## config.mk

```make
export PLATFORM = sky130hd
export DESIGN_NAME = shift_reg_univ_flat
export DESIGN_NICKNAME = d
export VERILOG_FILES = /design/src/rtl/shift_reg_univ_if.sv /design/src/rtl/shift_reg_univ.sv /design/src/flat_wrapper.sv
export SDC_FILE = /design/constraint.sdc
export NUM_CORES = 1
export LEC_CHECK = 0
export BUFFER_PORTS_ARGS = -buffer_cell sky130_fd_sc_hd__buf_2
export CAP_MARGIN = 10
export CORE_MARGIN = 2
export CORE_UTILIZATION = 54
export DETAILED_ROUTE_END_ITERATION = 16
export PLACE_DENSITY_LB_ADDON = 0.05
export SYNTH_ARGS = -nofsm -noshare
export SYNTH_HDL_FRONTEND = slang
export SYNTH_SLANG_ARGS = --single-unit
export TNS_END_PERCENT = 1
```

## constraint.sdc

```tcl
create_clock -name clk -period 3.46 [get_ports clk]
set_clock_uncertainty 0.2 [all_clocks]
set_input_delay 0.173 -clock clk [delete_from_list [all_inputs] [get_ports clk]]
set_output_delay 0.173 -clock clk [all_outputs]
set_load 0.005 [all_outputs]
```

## src/rtl/shift_reg_univ_if.sv

```systemverilog
// Command/status bundle for shift_reg_univ: the master drives the command
// fields, the slave (the register) drives the status fields.
interface shift_reg_univ_if #(
  parameter int WIDTH = 9,
  parameter int CW    = $clog2(WIDTH + 1)
);
  logic             en;
  logic [2:0]       mode;
  logic             si;
  logic [WIDTH-1:0] d;
  logic [WIDTH-1:0] q;
  logic             so;
  logic [CW-1:0]    cnt;
  logic             done;
  logic             zero;

  modport master (output en, mode, si, d, input q, so, cnt, done, zero);
  modport slave  (input en, mode, si, d, output q, so, cnt, done, zero);
endinterface

```

## src/rtl/shift_reg_univ.sv

```systemverilog
// Parametrised universal shift register with shift/rotate/arithmetic modes,
// parallel load, synchronous zeroing and a saturating shift counter.
module shift_reg_univ #(
  parameter int               WIDTH     = 9,
  parameter logic [WIDTH-1:0] RESET_VAL = '0,
  localparam int              CW        = $clog2(WIDTH + 1)
) (
  input logic              clk,
  input logic              clr,
  shift_reg_univ_if.slave  bus
);

  typedef enum logic [2:0] {
    M_HOLD = 3'd0,
    M_SHL  = 3'd1,
    M_SHR  = 3'd2,
    M_ROL  = 3'd3,
    M_ROR  = 3'd4,
    M_LOAD = 3'd5,
    M_ZERO = 3'd6,
    M_ASR  = 3'd7
  } mode_e;

  logic [WIDTH-1:0] r_q;
  logic             r_so;
  logic [CW-1:0]    r_cnt;
  logic             r_done;

  mode_e            w_mode;
  logic [WIDTH-1:0] w_q_nxt;
  logic             w_so_nxt;
  logic             w_shift;
  logic             w_cnt_clr;

  assign w_mode = mode_e'(bus.mode);

  always_comb begin
    w_q_nxt   = r_q;
    w_so_nxt  = r_so;
    w_shift   = 1'b0;
    w_cnt_clr = 1'b0;
    unique case (w_mode)
      M_HOLD: ;
      M_SHL: begin
        w_q_nxt  = {r_q[WIDTH-2:0], bus.si};
        w_so_nxt = r_q[WIDTH-1];
        w_shift  = 1'b1;
      end
      M_SHR: begin
        w_q_nxt  = {bus.si, r_q[WIDTH-1:1]};
        w_so_nxt = r_q[0];
        w_shift  = 1'b1;
      end
      M_ROL: begin
        w_q_nxt  = {r_q[WIDTH-2:0], r_q[WIDTH-1]};
        w_so_nxt = r_q[WIDTH-1];
        w_shift  = 1'b1;
      end
      M_ROR: begin
        w_q_nxt  = {r_q[0], r_q[WIDTH-1:1]};
        w_so_nxt = r_q[0];
        w_shift  = 1'b1;
      end
      M_LOAD: begin
        w_q_nxt   = bus.d;
        w_cnt_clr = 1'b1;
      end
      M_ZERO: begin
        w_q_nxt   = '0;
        w_so_nxt  = 1'b0;
        w_cnt_clr = 1'b1;
      end
      M_ASR: begin
        w_q_nxt  = {r_q[WIDTH-1], r_q[WIDTH-1:1]};
        w_so_nxt = r_q[0];
        w_shift  = 1'b1;
      end
      default: ;
    endcase
  end

  always_ff @(posedge clk) begin
    if (clr) begin
      r_q    <= RESET_VAL;
      r_so   <= 1'b0;
      r_cnt  <= '0;
      r_done <= 1'b0;
    end else begin
      r_done <= 1'b0;
      if (bus.en) begin
        r_q  <= w_q_nxt;
        r_so <= w_so_nxt;
        // done fires only on the WIDTH-1 -> WIDTH step; saturation blocks repeats
        if (w_cnt_clr) begin
          r_cnt <= '0;
        end else if (w_shift && (r_cnt < CW'(WIDTH))) begin
          r_cnt <= r_cnt + 1'b1;
          if (r_cnt == CW'(WIDTH - 1)) r_done <= 1'b1;
        end
      end
    end
  end

  assign bus.q    = r_q;
  assign bus.so   = r_so;
  assign bus.cnt  = r_cnt;
  assign bus.done = r_done;
  assign bus.zero = (r_q == '0);

endmodule

```

## src/flat_wrapper.sv

```systemverilog
// flat-port wrapper written by rule: the top's interface ports become plain ports
module shift_reg_univ_flat 
#(
  parameter int               WIDTH     = 9,
  parameter logic [WIDTH-1:0] RESET_VAL = '0,
  localparam int              CW        = $clog2(WIDTH + 1)
)
  (clk, clr, bus_en, bus_mode, bus_si, bus_d, bus_q, bus_so, bus_cnt, bus_done, bus_zero);
  shift_reg_univ_if #(.WIDTH(WIDTH)) bus_i ();
  input logic clk;
  input logic clr;
  input wire logic [$bits(bus_i.en)-1:0] bus_en;
  input wire logic [$bits(bus_i.mode)-1:0] bus_mode;
  input wire logic [$bits(bus_i.si)-1:0] bus_si;
  input wire logic [$bits(bus_i.d)-1:0] bus_d;
  output wire logic [$bits(bus_i.q)-1:0] bus_q;
  output wire logic [$bits(bus_i.so)-1:0] bus_so;
  output wire logic [$bits(bus_i.cnt)-1:0] bus_cnt;
  output wire logic [$bits(bus_i.done)-1:0] bus_done;
  output wire logic [$bits(bus_i.zero)-1:0] bus_zero;
  assign bus_i.en = bus_en;
  assign bus_i.mode = bus_mode;
  assign bus_i.si = bus_si;
  assign bus_i.d = bus_d;
  assign bus_q = bus_i.q;
  assign bus_so = bus_i.so;
  assign bus_cnt = bus_i.cnt;
  assign bus_done = bus_i.done;
  assign bus_zero = bus_i.zero;
  shift_reg_univ #(.WIDTH(WIDTH), .RESET_VAL(RESET_VAL)) u_core (.clk(clk), .clr(clr), .bus(bus_i));
endmodule
```

Yosys cells after proc, flatten, opt, wreduce, memory -nomap -nowiden
Index checks and enable logic that the tools add are counted.
- add/sub/neg operators: 1
- magnitude comparators: 1
- eq/ne operators: 8
- mux-type cells: 7
- bitwise logic cells: 3
- reduce and logical (&&, ||, !) cells: 15
- operator list (cell ; count):
    case mux 9 bit (7 select lines) ; 1
    equality test 3 bit, second input constant ; 4
    zero test 9 bit ; 1
    two-way mux 4 bit ; 2
    nonzero test 7 bit ; 1
    equality test 3 x 2 -> 1 bit, second input constant ; 2
    AND reduction 2 bit ; 3
    nonzero test 6 bit ; 1
    OR reduction 5 bit ; 1
    adder 4 x 1 -> 4 bit, second input constant ; 1
    equality test 4 bit, second input constant ; 1
    less-than comparator 4 bit, second input constant ; 1
    OR reduction 2 bit ; 2
    OR reduction 4 bit ; 1
    equality test 3 x 1 -> 1 bit, second input constant ; 1
    two-way mux 1 bit ; 3
    inverter 1 bit ; 3
    case mux 1 bit (3 select lines) ; 1
    AND reduction 3 bit ; 1
    nonzero test 3 bit ; 1
    OR reduction 3 bit ; 1
    nonzero test 2 bit ; 1
    logical AND 1 bit ; 1
- bits in registers: 15
- bits of input ports: 16
- output and inout bits: 16
- word-level logic and storage cells: 40

Depth between registers and ports, before layout
Gate-level depths: netlist (run 1).
- word-level depth: 6
- depth in mapped cells: 7

Worst setup path after synthesis (run 1)
OpenSTA, ideal clock, no wires.
- path type: register to register
- start: register u_core.r_cnt[0] (netlist: u_core.bus.cnt[0])
- end: register u_core.r_cnt[3] (netlist: u_core.bus.cnt[3])
- arrival time: 1.474 ns
- required time: 3.168 ns
- path slack: 1.693 ns
- stages on the path, launching flop included: 7
- clock period less this slack: 1.767 ns
- cell sequence: dfxtp_1 -> inv_1 -> ha_1 -> a221o_1 -> o311a_4 -> a21boi_1 -> o32ai_1
- cells in the longest elaborated chain, start to end: 4
- ends and longest elaborated chain (item ; RTL line ; RTL):
    start, declared ; shift_reg_univ.sv:26 ; logic [CW-1:0] r_cnt;
    start signal, assigned ; shift_reg_univ.sv:97 ; r_cnt <= r_cnt + 1'b1;
    less-than comparator 4 bit ; shift_reg_univ.sv:96 ; end else if (w_shift && (r_cnt < CW'(WIDTH))) begin
    logical AND 1 bit ; shift_reg_univ.sv:96 ;
    nonzero test 2 bit (no source line) ; - ;
    AND reduction 2 bit (no source line) ; - ;
Parallel ways exist; a longest one is shown, timed or not. The select of a mux whose other input is x is not followed.
A chain may end at the register's enable or synchronous reset.

Worst setup path in the final report (run 1)
Same ends and word-level chain as after synthesis.

==> summary.md, run 1 <==
| Metric | Value |
|---|---|
| CP endpoint kind | flip-flop |
| Gr ovfl total | 0 |
| Total setup buffers inserted after CTS | 0 |
| Crit path max fanout | 6 |
| Data arrival, critical path | 1910 ps |
| Largest family of logic cells by synthesized area | compound AO/OA/AOI/OAI gates |
| Worst-Margin Slew | 1033 ps |
| Die W | 47.64 um |
| Simple logic cell fraction of the synthesized area | 0.1290 |
| Worst endpoint required time | 3450 ps |
| Final nets | 176 |
| Routed length per instance | 13.44 um |
| Layout fillers | 181 |
| Endpoints failing hold | 0 |
| TNS Setup | 0 ps |
| Async SR Flop Fraction | 0 |
| Die height | 47.64 um |
| IO Pins | 32 |
| RSZ-0062 raised after global routing | false |
| Clk pin slew, worst setup/hold paths | 100 ps |
| Synth Area in XOR/XNOR | 0.02555 |
| Register bit total from synthesis | 15 |
| Setup WS pre-CTS | 1427 ps |
| Syn_area_per_cell | 7.973 um^2 |
| Sequential area share after synthesis | 0.2920 |
| IR drop worst, VDD | 0.2165 mV |
| # DRC | 0 |
| Critical path startpoint category | flip-flop |
| Largest net degree at the start of global routing | 26 |
| DR pass1 iterations | 4 |
| Post-synthesis mux area share | 0.02920 |
| # port buffers | 31 |
| Yosys warning count | 0 |
| First-pass GRT wire length | 3670 um |
| HPWL after detailed placement | 1679 um |
| Final worst path period share | 0.5541 |
| Ys flop type | dfxtp_1 |
| CTS buffer count | 3 |
| Clock Latency Late Sink | 280 ps |
| Row cnt | 15 |
| Worst rel slew slack | 0.3071 |
| Final worst slack | 1543 ps |
| Final setup viols | 0 |
| CTS tree | built |
| Starting density of the core | 0.5830 |
| Vias | 1066 |
| Antenna Cells | 0 |
| Routability cong. | 0.7783 |
| Synthesized cell area | 1028 um^2 |
| Drt first-iter violations | 28 |
| Gate count of the mapped netlist | 129 |
| Post-DR vias/cell | 5.890 |
| H-tree levels | 1 |
| Net Count, Synth | 148 |
| Clock sinks | 15 |
| Max Slew Vio Count | 0 |
| Count of cell types in the netlist | 38 |
| Clock Tree Root | clkbuf_4 |
| Number of synthesized flops with an enable pin | 0 |
| Pleak | 0.0005456 uW |
| Tot GR Track Use | 0.2280 |
| FMAX | 521.6 MHz |
| Compound-Gate Fraction of Synth Area | 0.3467 |
| Hold/Removal Path Class | in -> reg |
| Post-cts resize count | 0 |
| Detailed Route WL | 2432 um |
| Maxcap violations | 0 |
| Layout cell share with drive strength beyond 1 | 0.2436 |
| Status | completed |
| Initial antenna violation count | 0 |
| Max Buffers Root-to-Sink | 2 |
| Final min period | 1917 ps |
| Pwr Density | 336.7 nW/um^2 |
| Die area | 2270 um^2 |
| Vias in the first global route | 844 |
| Hold Buf Count CTS | 1 |
| Post-Synth Adder-Cell Area | 0.03650 |
| Antenna-violating nets left | 0 |
| Synth-to-layout area growth | 16.06% |
| WS Path Type | reg -> reg |
| Core region area | 1764 um^2 |
synth_stat cells, drive strengths merged, types with 4 or more instances:
library cell  instances  area, um^2
nor2                  6       22.52
buf                   7       51.30
nand2                 4       15.01
o22ai                 9       56.30
a21oi                 8       40.04
a211oi                6       45.04
dfxtp                15       300.3
inv                  23       86.33
a221oi                8       70.07
where the power goes:
group / leakage (uW) / switching (uW) / internal [uW]
sequential: 0.000123 / 12.0 / 183
combinational: 0.000405 / 58.5 / 46.9
clock: 0.0000177 / 58.6 / 42.9
final timing paths:
kind,start,end,slack [ps],cells past startpoint
setup / recovery,u_core.bus.cnt[0],u_core.bus.cnt[3],1540,6
hold / removal,clr,u_core.bus.cnt[0],30,2
setup reg to reg,u_core.bus.cnt[0],u_core.bus.cnt[3],1540,6
hold reg to reg,u_core.bus.so,u_core.bus.so,280,2
per-layer routing:
metal	part of all wire	global-route usage	vias to the layer above
met1	0.52	0.3288	509
li1	-	-	528
met4	0.013	0.09189	0
met2	0.42	0.3297	25
met3	0.038	0.04906	4
met5	0	0	-
final cells by class:
cell class | count | area, um^2 | area share
Clock inverter | 1 | 5.005 | 0.004193
Sequential cell | 15 | 300.3 | 0.2516
Timing Repair Buffer | 32 | 165.2 | 0.1384
Multi-Input combinational cell | 82 | 583.1 | 0.4885
Inverter | 23 | 86.33 | 0.07233
Tap cell | 25 | 31.28 | 0.02621
Clock buffer | 3 | 22.52 | 0.01887
logic make-up after synthesis:
logic type	after synthesis
adder cells (fa/ha/maj)	3
multiplexers	3
flip-flops	15
buffers and inverters	32
AO/OA/AOI/OAI	47
XOR/XNOR	3
AND/OR/NAND/NOR	26
state kept, by name, indices dropped and copies added (netlist names):
signal,cells
u_core.bus.so,1
u_core.bus.done,1
u_core.bus.cnt,4
u_core.bus.q,9
cell usage in the layout (no fill, tap or decap), types with 4 or more instances in the layout:
| cell type | Yosys | final |
|---|---|---|
| a221oi_1 | 8 | 8 |
| a21oi_1 | 8 | 8 |
| buf_2 | 2 | 31 |
| nand2_1 | 4 | 4 |
| inv_1 | 22 | 22 |
| a211oi_1 | 6 | 6 |
| dfxtp_1 | 15 | 15 |
| o22ai_1 | 9 | 9 |
| nor2_1 | 6 | 6 |
critical path, cell delays in order (launching register included):
cell,delay [ps]
dfxtp_1,440
inv_1,90
ha_1,220
a221o_1,360
o311a_4,160
a21boi_1,140
o32ai_1,230
stage by stage:
stage | hold WS, ps | util | power (uW) | cell area [um^2] | cells
detailed placement | 279.5 | 0.6553 | 302.0 | 1156 | 176
CTS | 23.90 | 0.6766 | 404.8 | 1194 | 181
global route | 30.64 | 0.6766 | 429.0 | 1194 | 181
floorplan | 84.23 | - | 270.2 | 1028 | 129
global placement | 260.1 | 0.6553 | 299.4 | 1156 | 176
finish | 31.79 | 0.6766 | 401.9 | 1194 | 181
Note: power is estimated with default switching activity, not from simulation.
==> inputs of run 2 (changes only) <==
- CORE_UTILIZATION: 54 -> 50
- clock period: 3.46 -> 1.85 ns (I/O delays scaled with it)
==> run 2 against run 1 <==
Net effect: clock power is 91% higher; count of clock-buffer cells in the layout is 1 higher; sequential cell count stayed put; final cell count is 5.5% higher; wire length is 13% higher; die area is 7.3% higher; core utilization is 1.8 points lower; total power is 93% higher; critical path type is now in -> reg; critical endpoint is now u_core.bus.so; largest cell class unchanged; largest power group unchanged.
==> summary.md, run 2 (synthesis gave the netlist of run 1 again) <==
| Metric | Value |
|---|---|
| Status | completed (unchanged) |
| Pwr Density | 608.2 nW/um^2 (was 336.7 nW/um^2) |
| Starting density of the core | 0.5296 (was 0.5830) |
| Gr ovfl total | 0 (unchanged) |
| IR drop worst, VDD | 0.3954 mV (was 0.2165 mV) |
| Seq pwr share | 0.466 (was 0.486) |
| FMAX | 567.7 MHz |
| Slowest stage delay, CP | 570 ps (was 440 ps) |
| Hold depth | 4 (was 2) |
| Row cnt | 16 (was 15) |
| Reg2reg start | u_core.bus.cnt[0] (unchanged) |
| Final worst path period share | 0.9522 |
| Die area | 2436 um^2 (was 2270 um^2) |
| CTS tree | built (unchanged) |
| Final worst slack | 88.36 ps (was 1543 ps) |
| H-tree levels | 1 (unchanged) |
| Hold/Removal Path Class | in -> reg (unchanged) |
| Largest net degree at the start of global routing | 21 (was 26) |
| Combinational Power Share | 0.286 (was 0.262) |
| Post-layout util | 0.6585 (was 0.6766) |
| Initial antenna violation count | 0 (unchanged) |
| HPWL after detailed placement | 1919 um (was 1679 um) |
| CTS buffer count | 3 (unchanged) |
| Area of the multi-input gates | 596.8 um^2 (was 583.1 um^2) |
| M1 GR Usage | 0.3143 (was 0.3288) |
| CP Cell Sequence | dlygate4sd3_1 > buf_2 > o21ai_0 > a221oi_2 > dlygate4sd3_1 (was inv_1 > ha_1 > a221o_1 > o311a_4 > a21boi_1 > o32ai_1) |
| Worst endpoint required time | 1890 ps (was 3450 ps) |
| Worst-Margin Slew | 341.6 ps (was 1033 ps) |
| Die height | 49.36 um (was 47.64 um) |
| Overall power | 777.7 uW (was 401.9 uW) |
| Critical path startpoint category | input pin (was flip-flop) |
| GRT met3 Usage | 0.03988 (was 0.04906) |
| IO Pins | 32 (unchanged) |
| DR pass1 iterations | 4 (unchanged) |
| Routed length per instance | 14.40 um (was 13.44 um) |
| Clock sinks | 15 (unchanged) |
| Flop-to-flop setup slack | 100 ps (was 1540 ps) |
| Tot GR Track Use | 0.2553 (was 0.2280) |
| Crit-path most repeated cell | dlygate4sd3_1 |
| CP endpoint kind | flip-flop (unchanged) |
| First-pass GRT wire length | 4726 um (was 3670 um) |
| Clk pin slew, worst setup/hold paths | 90 ps (was 100 ps) |
| # DRC | 0 (unchanged) |
| Synth-to-layout area growth | 24.33% (was 16.06%) |
| Clock Tree Root | clkbuf_4 (unchanged) |
| Most common cell after layout, fill and taps aside | buf_2 (unchanged) |
| RSZ-0062 raised after global routing | false (unchanged) |
| Layout fillers | 187 (was 181) |
| Int Pwr | 529.3 uW (was 272.9 uW) |
| TNS Setup | 0 ps (unchanged) |
| Total setup buffers inserted after CTS | 0 (unchanged) |
| Setup WS pre-CTS | 67.41 ps (was 1427 ps) |
| Sw Ratio | 0.3193 (was 0.3212) |
| Post-DR vias/cell | 5.634 (was 5.890) |
| Max Buffers Root-to-Sink | 2 (unchanged) |
| Cell depth of the worst flop-to-flop path | 7 (was 6) |
| Vias in the first global route | 1020 (was 844) |
| Antenna Cells | 0 (unchanged) |
| FF/Latch Area | 302.8 um^2 (was 300.3 um^2) |
| Crit path max fanout | 6 (unchanged) |
| Most crowded layer after global routing | met2 (unchanged) |
| Number of flip-flops under the largest register name | 9 (unchanged) |
| Clock Latency Late Sink | 290 ps (was 280 ps) |
| Antenna-violating nets left | 0 (unchanged) |
| Vias | 1076 (was 1066) |
| Min-delay src | bus_si (was clr) |
| Layout cell share with drive strength beyond 1 | 0.2866 (was 0.2436) |
| WS Path Type | in -> reg (was reg -> reg) |
| Final nets | 184 (was 176) |
| Max Slew Vio Count | 0 (unchanged) |
| Routability cong. | 0.7955 (was 0.7783) |
| # port buffers | 31 (unchanged) |
| Endpoints failing hold | 0 (unchanged) |
| Final min period | 1762 ps |
| Worst r2r dst | u_core.bus.cnt[2] (was u_core.bus.cnt[3]) |
| Grt met2 use | 0.4369 (was 0.3297) |
| Switching Power | 248.3 uW (was 129.1 uW) |
| Minimum hold slack | 51.12 ps (was 31.79 ps) |
| Critical Path Slowest Stage Cell | dlygate4sd3_1 (was dfxtp_1) |
| Commonest non-fill, non-tap cells in the layout | 30 x buf_2, 22 x inv_1, 13 x dfxtp_1 (was 31 x buf_2, 22 x inv_1, 15 x dfxtp_1) |
| Worst rel slew slack | 0.7723 (was 0.3071) |
| Drt first-iter violations | 29 (was 28) |
| Hold endpoint | u_core.bus.q[0] (was u_core.bus.cnt[0]) |
| Detailed Route WL | 2750 um (was 2432 um) |
| Clk pwr share | 0.248 (was 0.252) |
| Maxcap violations | 0 (unchanged) |
| Data arrival, critical path | 1800 ps (was 1910 ps) |
| Pleak | 0.0005871 uW (was 0.0005456 uW) |
| Core region area | 1942 um^2 (was 1764 um^2) |
| Die W | 49.36 um (was 47.64 um) |
| Final setup viols | 0 (unchanged) |
| Setup crit start | bus_en (was u_core.bus.cnt[0]) |
-- run 2: cell types whose count changed in the layout (fill, tap and decap cells not counted), moves of 2 or more --
cell | before | now
buf_4 | 0 | 6
dfxtp_1 | 15 | 13
dfxtp_2 | 0 | 2
dlygate4sd3_1 | 1 | 3
-- run 2: stage by stage --
step	std cells	cell area (um^2)
after global placement	184	1204
after floorplan	129	1028
after CTS	191	1260
after global routing	191	1279
final	191	1279
after detailed placement	184	1204
-- run 2: power by group through the flow --
stage	clock network, uW	registers (uW)	logic [uW]
6_report	193	362	222
4_1_cts	202	361	217
3_3_place_gp	0	368	206
2_1_floorplan	0	369	136
5_1_grt	216	365	251
3_5_place_dp	0	369	211
-- run 2: area by class of cell --
cell class,count,area share
Clock buffer,4,0.02055
Inverter,23,0.06751
Multi-Input combinational cell,82,0.4667
Sequential cell,15,0.2368
Tap cell,27,0.02642
Timing Repair Buffer,40,0.1820
-- run 2: worst max-delay path by stage --
stage                        end  slack [ps]  cells past startpoint
2_1_floorplan  u_core.bus.cnt[3]          80                      6
3_3_place_gp   u_core.bus.cnt[2]         170                      6
3_5_place_dp   u_core.bus.cnt[2]          70                      6
4_1_cts        u_core.bus.cnt[2]          50                      7
5_1_grt            u_core.bus.so           6                      8
6_report           u_core.bus.so          90                      5
-- run 2: routing by layer --
metal	wire, um	vias up
li1	-	537
met3	117	7
met5	0	-
met1	1172	501
met2	1407	31
met4	53	0
-- run 2: what timing repair did --
| item | in CTS | in global routing |
|---|---|---|
| gates resized for setup | 0 | 5 |
| setup endpoints to repair | 0 | 3 |
| hold buffers | 3 | 0 |
| endpoints found under the hold margin | 7 | 0 |
-- run 2: worst max-delay path, delay by kind of cell --
kind | cells | cell delay (ps)
buf+inv | 3 | 1310
compound gates | 2 | 400
